## config.mk

```make
export PLATFORM = sky130hd
export DESIGN_NAME = instr_fetch
export DESIGN_NICKNAME = d
export VERILOG_FILES = /design/src/rtl/instr_fetch.sv
export SDC_FILE = /design/constraint.sdc
export NUM_CORES = 1
export LEC_CHECK = 0
export ABC_CLOCK_PERIOD_IN_PS = 4600
export CAP_MARGIN = 25
export CORE_ASPECT_RATIO = 0.6
export CORE_UTILIZATION = 53
export CTS_CLUSTER_DIAMETER = 50
export CTS_CLUSTER_SIZE = 24
export DETAILED_ROUTE_END_ITERATION = 7
export PLACE_DENSITY_LB_ADDON = 0.15
export SYNTH_ARGS = -nofsm -noshare
export SYNTH_HDL_FRONTEND = slang
export SYNTH_SLANG_ARGS = --single-unit
```

## constraint.sdc

```tcl
create_clock -name clk -period 4.6 [get_ports clk]
set_input_delay 1.15 -clock clk [delete_from_list [all_inputs] [get_ports clk]]
set_output_delay 1.15 -clock clk [all_outputs]
set_load 0.005 [all_outputs]
```

## src/rtl/instr_fetch.sv

```systemverilog
// Instruction fetch stage: walks program memory byte by byte, gathers an
// opcode plus two argument bytes, and holds them for the control unit until
// it retires the instruction and supplies the PC increment.
module instr_fetch #(
  parameter int unsigned ADDR_WIDTH = 16,
  parameter int unsigned PROG_BYTES = 1024,
  parameter int unsigned RESET_PC   = 0
) (
  input  logic                  clk,
  input  logic                  rst_n,
  output logic [ADDR_WIDTH-1:0] mem_addr,
  input  logic [7:0]            mem_data,
  output logic [7:0]            op_code,
  output logic [7:0]            arg1,
  output logic [7:0]            arg2,
  input  logic [15:0]           offset,
  input  logic                  op_done,
  output logic [ADDR_WIDTH-1:0] pc,
  output logic                  halted
);

  typedef enum logic [2:0] {
    S_OP    = 3'd0,
    S_A1    = 3'd1,
    S_A2    = 3'd2,
    S_A3    = 3'd3,
    S_VALID = 3'd4,
    S_HALT  = 3'd5
  } state_e;

  localparam logic [ADDR_WIDTH-1:0] RESET_PC_V = ADDR_WIDTH'(RESET_PC);
  // One extra bit so a program as long as the full address space still compares correctly.
  localparam logic [ADDR_WIDTH:0]   PROG_LIMIT = (ADDR_WIDTH + 1)'(PROG_BYTES);

  state_e                state_q, state_d;
  logic [ADDR_WIDTH-1:0] pc_q, pc_d;
  logic [7:0]            opcode_q, opcode_d;
  logic [7:0]            arg1_q, arg1_d;
  logic [7:0]            arg2_q, arg2_d;

  logic [ADDR_WIDTH-1:0] offset_ext;
  logic [ADDR_WIDTH-1:0] pc_plus1;
  logic [ADDR_WIDTH-1:0] pc_plus2;
  logic                  pc_out_of_range;

  // The control unit's offset is 16-bit signed; stretch or trim it to the PC width.
  generate
    if (ADDR_WIDTH > 16) begin : g_offset_sext
      assign offset_ext = {{(ADDR_WIDTH - 16){offset[15]}}, offset};
    end else begin : g_offset_trunc
      assign offset_ext = offset[ADDR_WIDTH-1:0];
    end
  endgenerate

  // Address arithmetic wraps naturally at the PC width.
  assign pc_plus1        = pc_q + ADDR_WIDTH'(1);
  assign pc_plus2        = pc_q + ADDR_WIDTH'(2);
  assign pc_out_of_range = ({1'b0, pc_q} >= PROG_LIMIT);

  // State, PC and fetched bytes; reset clears everything regardless of op_done.
  always_ff @(posedge clk) begin
    if (!rst_n) begin
      state_q  <= S_OP;
      pc_q     <= RESET_PC_V;
      opcode_q <= 8'h00;
      arg1_q   <= 8'h00;
      arg2_q   <= 8'h00;
    end else begin
      state_q  <= state_d;
      pc_q     <= pc_d;
      opcode_q <= opcode_d;
      arg1_q   <= arg1_d;
      arg2_q   <= arg2_d;
    end
  end

  // Next-state logic and memory address; each read state latches the byte
  // requested in the previous cycle and requests the following one.
  always_comb begin
    state_d  = state_q;
    pc_d     = pc_q;
    opcode_d = opcode_q;
    arg1_d   = arg1_q;
    arg2_d   = arg2_q;
    mem_addr = pc_q;
    unique case (state_q)
      S_OP: begin
        state_d = pc_out_of_range ? S_HALT : S_A1;
      end
      S_A1: begin
        mem_addr = pc_plus1;
        opcode_d = mem_data;
        if (mem_data == 8'h00) begin
          // nop: step over the single byte and restart without presenting it
          pc_d    = pc_plus1;
          state_d = S_OP;
        end else begin
          state_d = S_A2;
        end
      end
      S_A2: begin
        mem_addr = pc_plus2;
        arg1_d   = mem_data;
        state_d  = S_A3;
      end
      S_A3: begin
        arg2_d  = mem_data;
        state_d = S_VALID;
      end
      S_VALID: begin
        if (op_done) begin
          pc_d    = pc_q + offset_ext;
          state_d = S_OP;
        end
      end
      S_HALT: begin
        state_d = S_HALT;
      end
      default: begin
        state_d = S_OP;
      end
    endcase
  end

  // Opcode is masked in the retire cycle so the control unit never sees it twice.
  assign op_code = (state_q == S_VALID && !op_done) ? opcode_q : 8'h00;
  assign arg1    = arg1_q;
  assign arg2    = arg2_q;
  assign pc      = pc_q;
  assign halted  = (state_q == S_HALT);

endmodule

```

== Word-level counts from Yosys, hierarchy flattened ==
Cells that the tools add are included.

* Input port bits: 27
* Output and inout bits: 57
* Register bits after elaboration: 43
* Memories kept: 0
* ROM bits: 0
* Bits in latches: 0
* Word-level logic and storage cells: 31
* RAM bits: 0

* Magnitude comparators: 1
* Bitwise gates (word level): 0
* Shift-type cells: 0
* Multiplexer cells: 9
* Div/mod/pow operators: 0
* $mul: 0
* Reductions and logical operators: 6
* Add/subtract/negate cells: 3
* Eq/ne operators: 7

{| class="wikitable"
|+ Operators by type and width
! cell !! number
|-
| 16-bit one-hot mux with 2 select lines || 2
|-
| 16-bit two-way mux || 2
|-
| 3-bit one-hot mux with 6 select lines || 1
|-
| 16-bit by 1-bit adder with 16-bit output, second input constant || 1
|-
| 16-bit adder || 1
|-
| 16-bit by 2-bit adder with 16-bit output, second input constant || 1
|-
| 16-bit by 11-bit greater-or-equal comparator with 1-bit output, second input constant || 1
|-
| 8-bit logical NOT || 1
|-
| 8-bit two-way mux || 1
|-
| 3-bit by 2-bit == test with 1-bit output, second input constant || 2
|-
| 3-bit == test, second input constant || 2
|-
| 3-bit two-way mux || 2
|-
| 2-bit != test, second input constant || 2
|-
| 3-bit by 1-bit == test with 1-bit output, second input constant || 1
|-
| 3-bit logical NOT || 1
|-
| 3-bit AND reduction || 1
|-
| 2-bit two-way mux || 1
|-
| 2-bit nonzero test || 1
|-
| 1-bit logical AND || 1
|-
| 1-bit logical NOT || 1
|}

== Longest topological paths before layout ==
Gate-level depths: netlist of the first run.

* Word-level depth: 3
* Mapped depth: 10

== Worst setup path before layout of the first run ==
No wires, ideal clock.

* Kind: input to register
* From: in offset[0]
* To: reg pc_q[14] (netlist: pc[14])
* Slack: 1.517 ns
* Required time: 4.478 ns
* Arrival time: 2.961 ns
* Cell stages on the path: 9
* Cells stage by stage: ha_1 > fa_1 > a21o_1 > a21o_1 > a21oi_1 > o21ai_1 > a221oi_2 > xnor2_1 > a21oi_1

* Word-level cells in the longest chain between the ends: 3

{| class="wikitable"
|+ RTL lines
! what !! RTL line !! RTL
|-
| from (decl) || 16 || <nowiki>input logic [15:0] offset,</nowiki>
|-
| 16-bit adder || 112 || <nowiki>pc_d = pc_q + offset_ext;</nowiki>
|-
| 16-bit two-way mux || 111 || <nowiki>if (op_done) begin</nowiki>
|-
| 16-bit one-hot mux with 2 select lines || 86 || <nowiki>unique case (state_q)</nowiki>
|-
| to (signal assigned) || 70 || <nowiki>pc_q <= pc_d;</nowiki>
|-
| to (decl) || 36 || <nowiki>logic [ADDR_WIDTH-1:0] pc_q, pc_d;</nowiki>
|}

No other way between the ends. The select of a mux whose other input is x is not followed.
A chain may end at the register's enable or synchronous reset.

== Worst setup path in the final report of the first run ==
* From: reg pc_q[1] (netlist: pc[1])
* To: out mem_addr[12]

* Word-level cells in the longest chain between the ends: 2

{| class="wikitable"
|+ RTL lines
! what !! RTL line !! RTL
|-
| 16-bit by 2-bit adder with 16-bit output or 16-bit by 1-bit adder with 16-bit output (tied branches) || 57, 56 ||
|-
| 16-bit one-hot mux with 2 select lines (*) || 86 ||
|-
| to (decl) || 11 || <nowiki>output logic [ADDR_WIDTH-1:0] mem_addr,</nowiki>
|}

Every way passes the cells marked *; elsewhere a longest branch is shown, timed or not.

==> flow_summary.yaml, run 1 <==
synthesis:
  yosysSeqAreaShare_pct: 26.7
  synth_warnings: 0
  synth.avg_cell_area_sq_um: 7.60
  synth_seq_cells: 43
  syn-instance-count: 424
  syn_nets: 470
  synthTopCellsByArea: "dfxtp_1 (27%), ha_1 (7.0%), nand2_1 (6.4%), xor2_1 (4.9%), a21oi_1 (4.5%)"
  synth-edff-count: 0
  ys.flop_type: "dfxtp_1"
  synth.distinct_cells: 52
  syn_area_sq_um: 3220
  yosys.area.top_type_share_pct: 26.7
  async_reset_ff_share_pct: 0
  synth_top_area_cell: "dfxtp_1"
setup_path:
  cp_slowest_cell: "dfxtp_1"
  cp_top_family: "simple AND/OR/NAND/NOR gates"
  start_kind: "flip-flop"
  crit_path_cell_trace: "ha_1, nand4_1, nor3_1, a31oi_1, nor3b_1, xor2_1, clkdlybuf4s50_1"
  slowest_delay_ns: 0.56
  worstSetupPathType: "flip-flop to output pin"
  endpoint_kind: "output pin"
  crit_path_max_fanout: 9
  path_buf_inv: 1
  arrival_ns: 3.07
  worstPathRequired_ns: 3.45
sta:
  worst_pin_slew_ns: 0.841
  rsz0062_at_grt: "no"
  whs_ns: 0.467
  worst_slack_ns: 0.382
  slew_headroom_pct: 43.7
  hold_viol: 0
  maxSlewViolCount: 0
  max_freq_ghz: 0.237
  finClkSkew_ns: 0.0104
  setup_tns_ns: 0
  fin_crit_sh_pct: 91.7
  setup_violations: 0
  min_period_ns: 4.22
cells_and_area:
  nFillCells: 493
  fin_util_pct: 73.4
  areaGrowthSynthToFinish_pct: 30.5
  design_area_sq_um: 4210
  fin_nets: 538
  drive_gt1_share_pct: 4.26
  diodes: 0
global_routing:
  antenna_found_initial: 0
  grt.total_usage_pct: 30.3
  grt-ovfl-total: 0
  grt_pass1_vias: 3032
  grt_pass1_wl_um: 15200
  grt_max_degree: 34
route:
  drc: 0
  viasPerCell: 5.95
  drt.antenna.violating_nets: 0
  drt_iter0_markers: 268
  routed_wl_um: 9350
  wl_per_cell_um: 16.3
  drtPass1Iterations: 5
  vias: 3412
clock_tree:
  ctsResizeCount: 0
  cts_root_buf: "clkbuf_8"
  numCtsBuffers: 5
  postCtsSetupRepairBufs: 0
  clk_pin_slew_ns: 0.09
  clk_latency_ns: 0.30
  cts_tree: "yes"
  postCtsHoldBufs: 0
  htreeDepth: 2
  clock_sinks: 43
  clock_path_buffers: 2
power:
  ir_worst_vdd_mv: 0.227
  powerDensity_nw_per_um2: 239
  leakage_nw: 1.67
flow_run:
  drv_cap: 0
place:
  place_hpwl_um: 6980
  io_buffers: 83
  place_congestion: 0.889
  place_worst_setup_slack_ns: 0.659
  place_area_sq_um: 4060
hold_path:
  min_path_type: "flip-flop to flip-flop"
floorplanning:
  core_area_sq_um: 5730
  fp.dieW_um: 103
  die_h_um: 62.4
  ios: 84
  dieArea_sq_um: 6410
  initial_utilization_pct: 56.3
  rows: 21
outcome:
  status: "completed"
-- logic make-up after synthesis --
family	synth area share (%)
and+or+nand+nor	25.9
DFF	26.7
xor gates and xnor gates	7.34
AOI/OAI and AO/OA	24.6
adders and majority gates	7.61
muxes	2.80
buffers and inverters	5.05
-- worst register-to-register path, delay by kind of cell (launching register included) --
family / cells / cell delay (ns)
compound gates: 3 / 0.61
flops: 1 / 0.86
simple gates: 3 / 1.52
-- cell usage in the layout, fill, tap and decap left out, drive strengths merged, types with 3 or more instances in the layout --
cell	n
clkdlybuf4s50	83
nand2	55
dfxtp	43
o21ai	31
a21oi	29
nor2	28
nand3	18
xor2	18
a21boi	18
ha	18
nor2b	12
and2	12
inv	10
nor3	9
xnor2	9
mux2i	9
a21o	9
nand4	8
clkbuf	6
o22ai	5
nor3b	5
buf	5
nand3b	4
and3	4
a31oi	4
o211ai	4
a221oi	4
nand2b	3
a22oi	3
nor4	3
o221ai	3
or2	3
-- sequential cells by signal, summed over array words and instances, names as in the netlist --
signal / flops
state_q: 3
pc: 16
arg2: 8
opcode_q: 8
arg1: 8
-- cells in the mapped netlist (4+ instances only) --
master,number
mux2i_1,9
buf_2,7
nor3b_1,4
dfxtp_1,43
clkbuf_1,15
nor2b_1,12
a31oi_1,4
nand3_1,18
and3_1,4
ha_1,18
nand3b_1,4
nor2_1,27
a21o_1,9
a21boi_0,18
a21oi_1,29
and2_1,11
xnor2_1,9
buf_4,4
inv_1,10
o211ai_1,4
nand2_1,55
nand4_1,8
o21ai_0,29
nor3_1,9
o22ai_1,5
xor2_1,18
-- per-layer routing --
layer	wire (um)	vias to the layer above	global-route usage, %
met1	4450	1574	46.7
met4	27	0	4.64
met3	856	4	6.15
li1	-	1648	-
met5	0	-	0
met2	4010	186	43.6
-- power by group --
part           switching [W]  internal (W)
Sequential         0.0000295      0.000395
Clock               0.000138      0.000217
Combinational       0.000116      0.000110
-- per-stage QoR --
stage                     total power (W)  cells
after floorplan                  0.000559    424
after global placement           0.000646    564
after detailed placement         0.000653    564
after CTS                         0.00100    572
after global routing              0.00105    573
final                             0.00101    573
-- area by class of cell --
| type | instances | area [sq um] | share of cell area (%) |
|---|---|---|---|
| Clock inverter | 2 | 60.1 | 1.43 |
| Sequential cell | 43 | 861 | 20.5 |
| Tap cell | 80 | 100 | 2.38 |
| Inverter | 10 | 37.5 | 0.892 |
| Clock buffer | 6 | 72.6 | 1.73 |
| Multi-Input combinational cell | 344 | 2200 | 52.3 |
| Timing Repair Buffer | 88 | 876 | 20.8 |
-- final timing paths --
path	cells after the start	endpoint	slack, ns	startpoint
worst min register to register	2	opcode_q[0]	0.47	opcode_q[0]
worst max register to register	6	pc[12]	1.55	state_q[2]
worst max-delay path	7	mem_addr[12]	0.38	pc[1]
worst min-delay path	2	opcode_q[0]	0.47	opcode_q[0]
Power figures use the tool's default switching activity.
==> run 2, diff against run 1 <==
--- a/config.mk
+++ b/config.mk
@@ -6,13 +6,14 @@
 export NUM_CORES = 1
 export LEC_CHECK = 0
 export ABC_CLOCK_PERIOD_IN_PS = 4600
-export CAP_MARGIN = 25
+export CAP_MARGIN = 20
 export CORE_ASPECT_RATIO = 0.6
 export CORE_UTILIZATION = 53
 export CTS_CLUSTER_DIAMETER = 50
 export CTS_CLUSTER_SIZE = 24
 export DETAILED_ROUTE_END_ITERATION = 7
 export PLACE_DENSITY_LB_ADDON = 0.15
+export SETUP_SLACK_MARGIN = 0.5
 export SYNTH_ARGS = -nofsm -noshare
 export SYNTH_HDL_FRONTEND = slang
 export SYNTH_SLANG_ARGS = --single-unit
==> flow_summary.yaml, run 2 (same netlist as run 1, synthesis figures left out) <==
outcome:
  status: "completed"
power:
  clkPwrFrac_pct: 35.3
  p_sw_w: 0.000284
  p_int_w: 0.000723
  powerDensity_nw_per_um2: 238
  comb_power_share_pct: 22.5
  leakage_nw: 1.68
  ir_worst_vdd_mv: 0.226
  p_seq_share_pct: 42.2
  p_sw_share_pct: 28.2
setup_path:
  start_kind: "input port"
  ff2ff_path_depth: 6
  worstSetupPathType: "input port to output pin"
  worstPathRequired_ns: 3.45
  endpoint_kind: "output pin"
  crit_path_max_fanout: 8
  r2r_start: "state_q[2]"
  arrival_ns: 2.79
  worst-r2r-setup-slack_ns: 1.52
  r2r_end: "pc[12]"
global_routing:
  grt-ovfl-total: 0
  grt_pass1_wl_um: 15300
  grt_max_degree: 34
  grt.total_usage_pct: 30.4
  antenna_found_initial: 0
  grt_pass1_vias: 3054
sta:
  slew_headroom_pct: 42.0
  fin_crit_sh_pct: 85.6
  maxSlewViolCount: 0
  setup_tns_ns: 0
  finClkSkew_ns: 0.0103
  worst_pin_slew_ns: 0.866
  rsz0062_at_grt: "no"
  whs_ns: 0.468
  hold_viol: 0
  setup_violations: 0
  max_freq_ghz: 0.254
  min_period_ns: 3.94
hold_path:
  holdPathEnd: "opcode_q[0]"
  min_from: "opcode_q[0]"
  hold_path_depth: 2
  min_path_type: "flip-flop to flip-flop"
cells_and_area:
  nFillCells: 488
  largest_reg_flops: 16
  layout_commonest_cell: "clkdlybuf4s50_1"
  layout_common_cells: "clkdlybuf4s50_1 (83), nand2_1 (55), dfxtp_1 (41), a21oi_1 (29), o21ai_0 (29)"
  fin_nets: 538
  areaGrowthSynthToFinish_pct: 31.2
  drive_gt1_share_pct: 5.27
  diodes: 0
  fin_util_pct: 73.8
route:
  drtPass1Iterations: 6
  wl_per_cell_um: 16.3
  drt.antenna.violating_nets: 0
  drc: 0
  vias: 3437
  drt_iter0_markers: 274
  viasPerCell: 6.00
  routed_wl_um: 9360
place:
  place_hpwl_um: 6980
  place_congestion: 0.889
  io_buffers: 83
clock_tree:
  cts_tree: "yes"
  clk_latency_ns: 0.30
  clock_sinks: 43
  cts_root_buf: "clkbuf_8"
  clk_pin_slew_ns: 0.09
  htreeDepth: 2
  postCtsSetupRepairBufs: 0
  numCtsBuffers: 5
  clock_path_buffers: 2
floorplanning:
  fp.dieW_um: 103
  dieArea_sq_um: 6410
  core_area_sq_um: 5730
  rows: 21
  die_h_um: 62.4
  initial_utilization_pct: 56.3
  ios: 84
flow_run:
  drv_cap: 0
run 2: cell counts in the layout (fill, tap and decap cells not counted):
Identical to the previous run, type by type.
run 2: power groups by stage:
stage	logic, W	clock network, W	registers (W)
after CTS	0.000222	0.000355	0.000424
after global routing	0.000249	0.000372	0.000431
after detailed placement	0.000220	0	0.000433
final	0.000226	0.000355	0.000425
after floorplan	0.000143	0	0.000416
after global placement	0.000215	0	0.000432
run 2: how the worst max path moves through the flow:
stage / end / start / cells after the start / slack [ns]
global route: mem_addr[12] / pc[1] / 7 / 0.53
global placement: op_code[7] / op_done / 4 / 0.69
finish: op_code[0] / op_done / 4 / 0.66
CTS: mem_addr[12] / pc[0] / 7 / 0.56
floorplan: pc[14] / offset[0] / 9 / 1.52
detailed placement: op_code[0] / op_done / 4 / 0.66
run 2: through the flow:
| stage | instance area (sq um) | instances | power [W] | setup WS [ns] |
|---|---|---|---|---|
| final | 4230 | 573 | 0.00101 | 0.661 |
| after global routing | 4230 | 573 | 0.00105 | 0.533 |
| after CTS | 4200 | 572 | 0.00100 | 0.556 |
| after detailed placement | 4060 | 564 | 0.000653 | 0.659 |
| after global placement | 4060 | 564 | 0.000646 | 0.687 |
| after floorplan | 3220 | 424 | 0.000559 | 1.52 |
run 2: layer usage:
| metal | part of all wire (%) | track usage (%) | up-vias |
|---|---|---|---|
| met2 | 43 | 44.3 | 179 |
| met5 | 0 | 0 | - |
| met3 | 9.3 | 5.93 | 4 |
| met4 | 0.31 | 4.29 | 0 |
| li1 | - | - | 1649 |
| met1 | 47 | 46.9 | 1605 |
run 2: layout make-up:
type / count / area [sq um] / area share [%]
Sequential cell: 43 / 863 / 20.4
Inverter: 10 / 37.5 / 0.888
Clock buffer: 6 / 72.6 / 1.72
Clock inverter: 2 / 60.1 / 1.42
Timing Repair Buffer: 88 / 876 / 20.7
Tap cell: 80 / 100 / 2.37
Multi-Input combinational cell: 344 / 2220 / 52.5
run 2: repair_timing:
action	4_1_cts	5_1_grt
setup endpoints to repair	2	6
hold buffers	0	0
gates cloned	0	0
resized for setup	2	4
run 2: critical path, cell delays in order:
cell and delay, ns:
clkdlybuf4s50_1 0.52, nor2_1 0.41, and2_1 0.20, clkdlybuf4s50_1 0.51
==> run 3, diff against run 2 <==
==> constraint.sdc (replaced) <==
create_clock -name clk -period 4.6 [get_ports clk]
set_input_delay 1.15 -clock clk [delete_from_list [all_inputs] [get_ports clk]]
set_output_delay 1.15 -clock clk [all_outputs]
set_load 0.01 [all_outputs]
==> flow_summary.yaml, run 3 (same netlist as run 1, synthesis figures left out) <==
outcome:
  status: "completed"
global_routing:
  grt_max_degree: 30
  grt.total_usage_pct: 30.8
  grt-ovfl-total: 0
  grt_pass1_wl_um: 15400
  grt_pass1_vias: 3126
  antenna_found_initial: 0
place:
  io_buffers: 83
  place_inst: 565
  place_congestion: 0.887
  place_hpwl_um: 7050
hold_path:
  min_path_type: "flip-flop to flip-flop"
  hold_path_depth: 2
  min_from: "opcode_q[0]"
route:
  drc: 0
  drt.antenna.violating_nets: 0
  routed_wl_um: 9610
  drt_iter0_markers: 323
  viasPerCell: 6.08
  vias: 3484
  wl_per_cell_um: 16.8
  drtPass1Iterations: 5
setup_path:
  cp_top_family: "buffers and inverters"
  worstPathRequired_ns: 3.45
  cp_slowest_cell: "clkdlybuf4s50_1"
  cp.depth: 4
  crit_path_max_fanout: 8
  critical_path.endpoint: "op_code[4]"
  ff2ff_path_depth: 6
  crit_top_cell: "clkdlybuf4s50_1"
  arrival_ns: 2.80
  endpoint_kind: "output pin"
  worstSetupPathType: "input port to output pin"
  r2r_start: "state_q[2]"
  path_buf_inv: 2
  slowest_delay_ns: 0.53
  startpoint: "op_done"
  start_kind: "input port"
  crit_path_cell_trace: "clkdlybuf4s50_1, nor2_1, and2_1, clkdlybuf4s50_1"
  worst-r2r-setup-slack_ns: 1.46
  r2r_end: "pc[12]"
flow_run:
  drv_cap: 0
cells_and_area:
  largest_reg_flops: 16
  layout_commonest_cell: "clkdlybuf4s50_1"
  drive_gt1_share_pct: 5.27
  layout_common_cells: "clkdlybuf4s50_1 (83), nand2_1 (55), dfxtp_1 (41), a21oi_1 (29), o21ai_0 (29)"
  regArea_sq_um: 863
  areaGrowthSynthToFinish_pct: 30.7
  nFillCells: 452
  fin_nets: 538
  multiInputGateArea_sq_um: 2210
  instances_no_fill: 573
  diodes: 0
clock_tree:
  clock_path_buffers: 2
  cts_tree: "yes"
  cts_root_buf: "clkbuf_8"
  numCtsBuffers: 5
  postCtsSetupRepairBufs: 0
  clk_latency_ns: 0.30
  clock_sinks: 43
  clk_pin_slew_ns: 0.08
  htreeDepth: 2
power:
  powerDensity_nw_per_um2: 240
  ir_worst_vdd_mv: 0.205
  leakage_nw: 1.67
sta:
  whs_ns: 0.468
  setup_violations: 0
  rsz0062_at_grt: "yes"
  fin_crit_sh_pct: 85.8
  max_freq_ghz: 0.253
  worst_pin_slew_ns: 1.00
  maxSlewViolCount: 0
  slew_headroom_pct: 32.8
  min_period_ns: 3.95
  finClkSkew_ns: 0.00354
  hold_viol: 0
  setup_tns_ns: 0
floorplanning:
  fp.dieW_um: 103
  rows: 21
  die_h_um: 62.4
  core_area_sq_um: 5730
  initial_utilization_pct: 56.3
  dieArea_sq_um: 6410
  ios: 84
-- run 3: area by class of cell --
cell class	instances	area share [%]
well taps	80	2.38
flip-flops and latches	43	20.5
clock buffers	6	1.72
clock inverters	2	1.43
inverters	10	0.891
multi-input cells	344	52.5
repair buffers	88	20.6
-- run 3: repair_timing --
item,CTS,global route
hold buffers,0,0
resized for setup,2,3
setup endpoints to repair,6,7
-- run 3: how the worst min path moves through the flow --
stage                     slack (ns)     endpoint
after CTS                       0.47  opcode_q[0]
after floorplan                 0.44  opcode_q[2]
after global placement          0.45  opcode_q[0]
after global routing            0.48  opcode_q[5]
final                           0.47  opcode_q[0]
after detailed placement        0.46  opcode_q[0]
-- run 3: per-layer routing --
metal	track usage, %	routed length [um]	vias up
met3	5.37	946	18
met5	0	0	-
li1	-	-	1655
met2	44.9	4110	211
met1	46.9	4460	1600
met4	6.25	87	0
-- run 3: metrics by stage --
| step | setup WS [ns] | cell area, sq um | total power, W | utilization (%) |
|---|---|---|---|---|
| after floorplan | 1.52 | 3220 | 0.000566 | - |
| after global placement | 0.662 | 4070 | 0.000654 | 71.0 |
| after detailed placement | 0.672 | 4070 | 0.000660 | 71.0 |
| after CTS | 0.539 | 4210 | 0.00101 | 73.4 |
| after global routing | 0.428 | 4210 | 0.00106 | 73.6 |
| final | 0.652 | 4210 | 0.00101 | 73.6 |
-- run 3: report_power, final --
part	total (W)	switching (W)	internal, W
Sequential	0.000426	0.0000307	0.000395
Clock	0.000353	0.000136	0.000217
Combinational	0.000233	0.000124	0.000109
Total	0.00101	0.000291	0.000722
-- run 3: tightest hold or removal path: stages (launching register included) --
cell and delay, ns:
dfxtp_1 0.32, nand2_1 0.05, a21boi_0 0.06
